[config.mk]
export PLATFORM = sky130hd
export DESIGN_NAME = muldiv_unit_flat
export DESIGN_NICKNAME = d
export VERILOG_FILES = /design/src/rtl/mips_pkg.sv /design/src/rtl/muldiv_unit_if.sv /design/src/rtl/muldiv_unit.sv /design/src/flat_wrapper.sv
export SDC_FILE = /design/constraint.sdc
export NUM_CORES = 1
export LEC_CHECK = 0
export ABC_AREA = 1
export CORE_ASPECT_RATIO = 1.1
export CORE_MARGIN = 10
export CORE_UTILIZATION = 25
export CTS_BUF_LIST = sky130_fd_sc_hd__clkbuf_4 sky130_fd_sc_hd__clkbuf_8 sky130_fd_sc_hd__clkbuf_16
export DETAILED_ROUTE_END_ITERATION = 8
export GPL_ROUTABILITY_DRIVEN = 0
export PLACE_DENSITY_LB_ADDON = 0.15
export SLEW_MARGIN = 40
export SYNTH_ARGS = -nofsm -noshare
export SYNTH_HDL_FRONTEND = slang
export SYNTH_SLANG_ARGS = --single-unit
export TNS_END_PERCENT = 5
[constraint.sdc]
create_clock -name clk -period 9.3 [get_ports clk]
set_input_delay 1.86 -clock clk [delete_from_list [all_inputs] [get_ports clk]]
set_output_delay 1.86 -clock clk [all_outputs]
set_load 0.005 [all_outputs]
[src/rtl/mips_pkg.sv]
// mips_pkg: shared MIPS datapath definitions.
//   muldiv_op_t  - multiply/divide unit operation codes (6 and 7 are no-ops)
//   MULDIV_STATE - multiply/divide unit FSM states
//   abs_w        - two's-complement magnitude helper
package mips_pkg;

    // Widest operand abs_w can handle; callers truncate the result to their width.
    localparam int unsigned MAX_WIDTH = 64;

    typedef enum logic [2:0] {
        MULT  = 3'd0,
        MULTU = 3'd1,
        DIV   = 3'd2,
        DIVU  = 3'd3,
        MTHI  = 3'd4,
        MTLO  = 3'd5
    } muldiv_op_t;

    typedef enum logic [1:0] {
        IDLE,
        CALC,
        FIX
    } MULDIV_STATE;

    // Magnitude of a zero-extended value whose sign is passed separately. Negating the
    // zero-extended form yields the correct low bits, so the most negative value maps
    // to its unsigned magnitude.
    function automatic logic [MAX_WIDTH-1:0] abs_w(input logic [MAX_WIDTH-1:0] v,
                                                  input logic neg);
        return neg ? (~v + 1'b1) : v;
    endfunction

endpackage

[src/rtl/muldiv_unit_if.sv]
// muldiv_unit_if: request/result bundle of the multiply/divide unit.
//   start, op, rs, rt, cancel - request side, driven by control (master)
//   hi, lo, busy, done        - architectural HI/LO and handshake, driven by the unit (slave)
interface muldiv_unit_if #(
    parameter int unsigned WIDTH = 32
);
    logic             start;
    logic [2:0]       op;
    logic [WIDTH-1:0] rs;
    logic [WIDTH-1:0] rt;
    logic             cancel;
    logic [WIDTH-1:0] hi;
    logic [WIDTH-1:0] lo;
    logic             busy;
    logic             done;

    modport master (
        output start, op, rs, rt, cancel,
        input  hi, lo, busy, done
    );

    modport slave (
        input  start, op, rs, rt, cancel,
        output hi, lo, busy, done
    );
endinterface

[src/rtl/muldiv_unit.sv]
// muldiv_unit: iterative MULT/MULTU/DIV/DIVU with HI/LO registers, single-cycle MTHI/MTLO.
//   clk   - clock, all state changes on the rising edge
//   reset - synchronous active-high reset
//   bus   - muldiv_unit_if slave: start/op/rs/rt/cancel in, hi/lo/busy/done out
// A mult/div accepted in cycle T shows busy for WIDTH+1 cycles and delivers hi/lo with a
// one-cycle done pulse in cycle T+WIDTH+2.
module muldiv_unit
    import mips_pkg::*;
#(
    parameter int unsigned WIDTH = 32
) (
    input  logic      clk,
    input  logic      reset,
    muldiv_unit_if.slave bus
);
    localparam int unsigned CW = $clog2(WIDTH) + 1;

    MULDIV_STATE        state;
    logic [CW-1:0]      cnt;
    logic [2*WIDTH-1:0] acc;       // mult: {partial, multiplier}; div: {remainder, quotient}
    logic [WIDTH-1:0]   b_q;       // multiplicand or divisor magnitude
    logic [WIDTH-1:0]   rs_q;
    logic               is_div_q;
    logic               neg_q;     // sign of product / quotient
    logic               rs_neg_q;  // sign of remainder
    logic               dz_q;      // divide by zero
    logic [WIDTH-1:0]   hi_q;
    logic [WIDTH-1:0]   lo_q;
    logic               busy_q;
    logic               done_q;

    // Request decode
    logic             is_muldiv;
    logic             is_div_op;
    logic             is_signed;
    logic [WIDTH-1:0] rs_mag;
    logic [WIDTH-1:0] rt_mag;

    always_comb begin
        is_muldiv = 1'b0;
        is_div_op = 1'b0;
        is_signed = 1'b0;
        case (bus.op)
            MULT:    begin is_muldiv = 1'b1; is_signed = 1'b1; end
            MULTU:   begin is_muldiv = 1'b1; end
            DIV:     begin is_muldiv = 1'b1; is_div_op = 1'b1; is_signed = 1'b1; end
            DIVU:    begin is_muldiv = 1'b1; is_div_op = 1'b1; end
            default: ;
        endcase
        rs_mag = WIDTH'(abs_w(MAX_WIDTH'(bus.rs), is_signed & bus.rs[WIDTH-1]));
        rt_mag = WIDTH'(abs_w(MAX_WIDTH'(bus.rt), is_signed & bus.rt[WIDTH-1]));
    end

    // One shared WIDTH+1-bit adder/subtractor per iteration
    logic [WIDTH:0]     add_a;
    logic [WIDTH:0]     add_s;
    logic [2*WIDTH-1:0] acc_nxt;

    always_comb begin
        add_a = is_div_q ? {acc[2*WIDTH-1:WIDTH], acc[WIDTH-1]}
                         : {1'b0, acc[2*WIDTH-1:WIDTH]};
        add_s = is_div_q ? (add_a - {1'b0, b_q}) : (add_a + {1'b0, b_q});
        if (is_div_q) begin
            // Restoring step: keep the shifted remainder when the subtraction borrows
            acc_nxt = add_s[WIDTH] ? {add_a[WIDTH-1:0], acc[WIDTH-2:0], 1'b0}
                                   : {add_s[WIDTH-1:0], acc[WIDTH-2:0], 1'b1};
        end else begin
            acc_nxt = acc[0] ? {add_s, acc[WIDTH-1:1]}
                             : {1'b0, acc[2*WIDTH-1:WIDTH], acc[WIDTH-1:1]};
        end
    end

    // Sign correction applied in FIX
    logic [2*WIDTH-1:0] prod;
    logic [WIDTH-1:0]   quot;
    logic [WIDTH-1:0]   rem;

    always_comb begin
        prod = neg_q ? (~acc + 1'b1) : acc;
        quot = neg_q ? (~acc[WIDTH-1:0] + 1'b1) : acc[WIDTH-1:0];
        rem  = rs_neg_q ? (~acc[2*WIDTH-1:WIDTH] + 1'b1) : acc[2*WIDTH-1:WIDTH];
    end

    always_ff @(posedge clk) begin
        if (reset) begin
            state    <= IDLE;
            cnt      <= '0;
            acc      <= '0;
            b_q      <= '0;
            rs_q     <= '0;
            is_div_q <= 1'b0;
            neg_q    <= 1'b0;
            rs_neg_q <= 1'b0;
            dz_q     <= 1'b0;
            hi_q     <= '0;
            lo_q     <= '0;
            busy_q   <= 1'b0;
            done_q   <= 1'b0;
        end else begin
            done_q <= 1'b0;
            case (state)
                IDLE: begin
                    // cancel in IDLE suppresses a same-cycle start
                    if (bus.start && !bus.cancel) begin
                        if (is_muldiv) begin
                            state    <= CALC;
                            busy_q   <= 1'b1;
                            cnt      <= '0;
                            is_div_q <= is_div_op;
                            neg_q    <= is_signed & (bus.rs[WIDTH-1] ^ bus.rt[WIDTH-1]);
                            rs_neg_q <= is_signed & bus.rs[WIDTH-1];
                            dz_q     <= is_div_op && (bus.rt == '0);
                            rs_q     <= bus.rs;
                            acc      <= {{WIDTH{1'b0}}, (is_div_op ? rs_mag : rt_mag)};
                            b_q      <= is_div_op ? rt_mag : rs_mag;
                        end else if (bus.op == MTHI) begin
                            hi_q <= bus.rs;
                        end else if (bus.op == MTLO) begin
                            lo_q <= bus.rs;
                        end
                    end
                end
                CALC: begin
                    if (bus.cancel) begin
                        state  <= IDLE;
                        busy_q <= 1'b0;
                        cnt    <= '0;
                    end else begin
                        acc <= acc_nxt;
                        if (cnt == CW'(WIDTH - 1)) begin
                            state <= FIX;
                            cnt   <= '0;
                        end else begin
                            cnt <= cnt + 1'b1;
                        end
                    end
                end
                FIX: begin
                    state  <= IDLE;
                    busy_q <= 1'b0;
                    if (!bus.cancel) begin
                        done_q <= 1'b1;
                        if (!is_div_q) begin
                            hi_q <= prod[2*WIDTH-1:WIDTH];
                            lo_q <= prod[WIDTH-1:0];
                        end else if (dz_q) begin
                            hi_q <= rs_q;
                            lo_q <= '1;
                        end else begin
                            hi_q <= rem;
                            lo_q <= quot;
                        end
                    end
                end
                default: begin
                    state  <= IDLE;
                    busy_q <= 1'b0;
                end
            endcase
        end
    end

    assign bus.hi   = hi_q;
    assign bus.lo   = lo_q;
    assign bus.busy = busy_q;
    assign bus.done = done_q;

endmodule

[src/flat_wrapper.sv]
// flat-port wrapper written by rule: the top's interface ports become plain ports
module muldiv_unit_flat import mips_pkg::*;
#(
    parameter int unsigned WIDTH = 32
)
  (clk, reset, bus_start, bus_op, bus_rs, bus_rt, bus_cancel, bus_hi, bus_lo, bus_busy, bus_done);
  muldiv_unit_if #(.WIDTH(WIDTH)) bus_i ();
  input  logic clk;
  input  logic reset;
  input wire logic [$bits(bus_i.start)-1:0] bus_start;
  input wire logic [$bits(bus_i.op)-1:0] bus_op;
  input wire logic [$bits(bus_i.rs)-1:0] bus_rs;
  input wire logic [$bits(bus_i.rt)-1:0] bus_rt;
  input wire logic [$bits(bus_i.cancel)-1:0] bus_cancel;
  output wire logic [$bits(bus_i.hi)-1:0] bus_hi;
  output wire logic [$bits(bus_i.lo)-1:0] bus_lo;
  output wire logic [$bits(bus_i.busy)-1:0] bus_busy;
  output wire logic [$bits(bus_i.done)-1:0] bus_done;
  assign bus_i.start = bus_start;
  assign bus_i.op = bus_op;
  assign bus_i.rs = bus_rs;
  assign bus_i.rt = bus_rt;
  assign bus_i.cancel = bus_cancel;
  assign bus_hi = bus_i.hi;
  assign bus_lo = bus_i.lo;
  assign bus_busy = bus_i.busy;
  assign bus_done = bus_i.done;
  muldiv_unit #(.WIDTH(WIDTH)) u_core (.clk(clk), .reset(reset), .bus(bus_i));
endmodule
==> metrics <==
Total GRT Usage 0.214; met1 WL 41700 um; row count 105; Slew @ Worst Pin 0.848 ns; syn nets 3543; input/output buffers 136; Setup TNS Final 0 ns; worst rel slew slack 0.435; Die X 283 um; Initial Util 0.253; CTS tree built; leakage power 10.1 nW; CP Class input pin to flop; die area 0.0875 mm2; drt pass-1 iters 6; Layout Cells excl Fill 4470; Die Span Y 309 um; CTS Buf Count 28; final setup fails 0; Syn Std Cell Area 0.0190 mm2; Layout area overhead 15.4%; root buffer cell clkbuf_16; Final Max Slew Viols 0; Yosys cell types 52; drt drc 0; core footprint 0.0750 mm2; Sink Count 206; wire per inst 21.6 um; Power Dens Cells 157 mW/mm2; Hold Path Class flop to flop; Synth Instances 3433; Final nets 3545; Yosys top cell by area dfxtp_1; Synth Warn # 0; Crit Path Max Fanout 42; layout cells sized above 1 0.0391; Tmin final 4.81 ns; Vias 22400; number of antenna-violating nets in the routed design 0; Final HPWL DP 76500 um; initial antenna violation count 0; list of most frequent post-synthesis cells nand2_1 (1010), nor2_1 (402), inv_1 (359); Congestion Overflow GR 0; Setup Skew 0.0602 ns; status finished, final reports clean; most numerous cell in the Yosys netlist nand2_1; post_cts resized 0; hold_buf cts 0; Routed WL 96400 um; Critical Path AT 5.30 ns; H-tree depth 1; maximum vdd drop 0.147 mV; CP Data Required Time 9.79 ns; Peak Freq 208 MHz; Vias/cell 5.02; Clk pin slew, worst setup/hold paths 0.06 ns; Post-CTS Setup Repair Bufs 0; Worst setup EP type flop; top cells by area, synth dfxtp_1 (22%), nand2_1 (20%), a21oi_1 (8.3%); Final Hold Fails 0; detailed router's first-iteration violation count 2173; met2 routed WL 46500 um; I/O pins 137; EDFF count, synth 0; Worst-Skew Late Latency 0.61 ns; uppermost layer routed met4; global-route wire length before repair 141000 um; max cap viols 0; clock buffer depth 3; Final Util 0.292; sequential cell area fraction in the yosys report 0.217; number of global-route vias before repair 21300; Syn Area/Cell 5.54 um2; area share of the largest cell type after synthesis 0.217; ratio of final minimum period to clock period 0.517; largest net degree at the start of global routing 88; Post-synth top flop dfxtp_1; RSZ-0062 raised after global routing no; #FFs+latches synth 206; Synth async-reset ratio 0; wire length on met3 4800 um; placed instance count 4421; # diodes 0; Worst setup SP type input pin
-- state kept, by name, summed over array words and instances, names as in the netlist --
name / flops
u_core.acc: 64
u_core.b_q: 32
u_core.bus.busy: 1
u_core.bus.done: 1
u_core.bus.hi: 32
u_core.bus.lo: 32
u_core.cnt: 6
u_core.dz_q: 1
u_core.is_div_q: 1
u_core.neg_q: 1
u_core.rs_neg_q: 1
u_core.rs_q: 32
u_core.state: 2
-- cell type report --
cell class	count	area (um2)
clock inverters	11	103
fillers	8735	53100
multi-input cells	2670	12700
well taps	1016	1270
inverters	374	1410
flip-flops and latches	206	4130
clock buffers	38	820
repair buffers	155	1500
-- logic make-up (layout without fill, tap and decap cells) --
| group | after synthesis | count (layout) | share of synthesized area |
|---|---|---|---|
| simple gates | 1823 | 1823 | 0.398 |
| compound gates | 702 | 702 | 0.195 |
| buf+inv | 557 | 578 | 0.116 |
| flops | 206 | 206 | 0.217 |
| xor+xnor | 106 | 106 | 0.0489 |
| fa+ha+maj | 39 | 39 | 0.0261 |
-- power breakdown --
part | switching [mW] | total (mW) | internal (mW)
clock network | 0.467 | 1.11 | 0.642
logic | 0.930 | 1.31 | 0.383
registers | 0.0727 | 1.01 | 0.939
-- cells in the final DEF, fill, tap and decap left out, types with 3 or more instances in the layout --
| cell type | instances |
|---|---|
| o31ai_1 | 9 |
| o221ai_1 | 5 |
| nor4_1 | 5 |
| o21ai_1 | 18 |
| clkbuf_16 | 28 |
| a21oi_1 | 317 |
| xor2_1 | 93 |
| or2_2 | 4 |
| ha_1 | 38 |
| nor3_2 | 4 |
| nand3b_1 | 5 |
| clkbuf_4 | 3 |
| nor3_1 | 44 |
| nand3_1 | 266 |
| nand2_1 | 1010 |
| nor2_1 | 402 |
| dfxtp_1 | 203 |
| nand2_2 | 11 |
| buf_4 | 18 |
| nor2_4 | 3 |
| clkbuf_8 | 7 |
| nor2_2 | 11 |
| a31oi_1 | 14 |
| o211ai_1 | 30 |
| xnor2_1 | 13 |
| o21bai_1 | 4 |
| clkdlybuf4s50_1 | 135 |
| inv_2 | 16 |
| and2_1 | 8 |
| inv_1 | 353 |
| and3_1 | 5 |
| o21ai_0 | 290 |
| clkinv_2 | 7 |
| nand4_1 | 37 |
-- metrics by stage --
step	worst slack (ns)	total power, mW	instance area, um2	hold WS (ns)
detailed placement	3.76	2.33	21000	0.469
global route	4.17	3.62	21900	0.509
global placement	3.82	2.33	21000	0.471
floorplan	5.96	1.84	19000	0.432
finish	4.49	3.43	21900	0.480
CTS	4.34	3.44	21900	0.478
-- worst max-delay path: stages --
cell and delay [ns]:
clkdlybuf4s50_1 0.47, inv_2 0.08, nand2_1 0.04, buf_4 0.27, o21ai_1 0.61, nand2_1 0.52, inv_2 0.59, nand2_1 0.13
xor2_1 0.21, o211ai_1 0.38, a21oi_1 0.10
-- final timing paths --
| path | end | slack (ns) | start | depth (start not counted) |
|---|---|---|---|---|
| min reg2reg | u_core.cnt[4] | 0.48 | u_core.cnt[4] | 2 |
| max reg2reg | u_core.acc[50] | 4.61 | u_core.is_div_q | 20 |
| max | u_core.acc[18] | 4.49 | bus_op[2] | 11 |
| min | u_core.cnt[4] | 0.48 | u_core.cnt[4] | 2 |
-- per-layer routing --
layer	vias up	track usage
li1	11100	-
met1	10500	0.274
met2	706	0.368
met3	138	0.0200
met4	0	0.0714
met5	-	0
No activity file was read; power rests on OpenSTA's default activity.
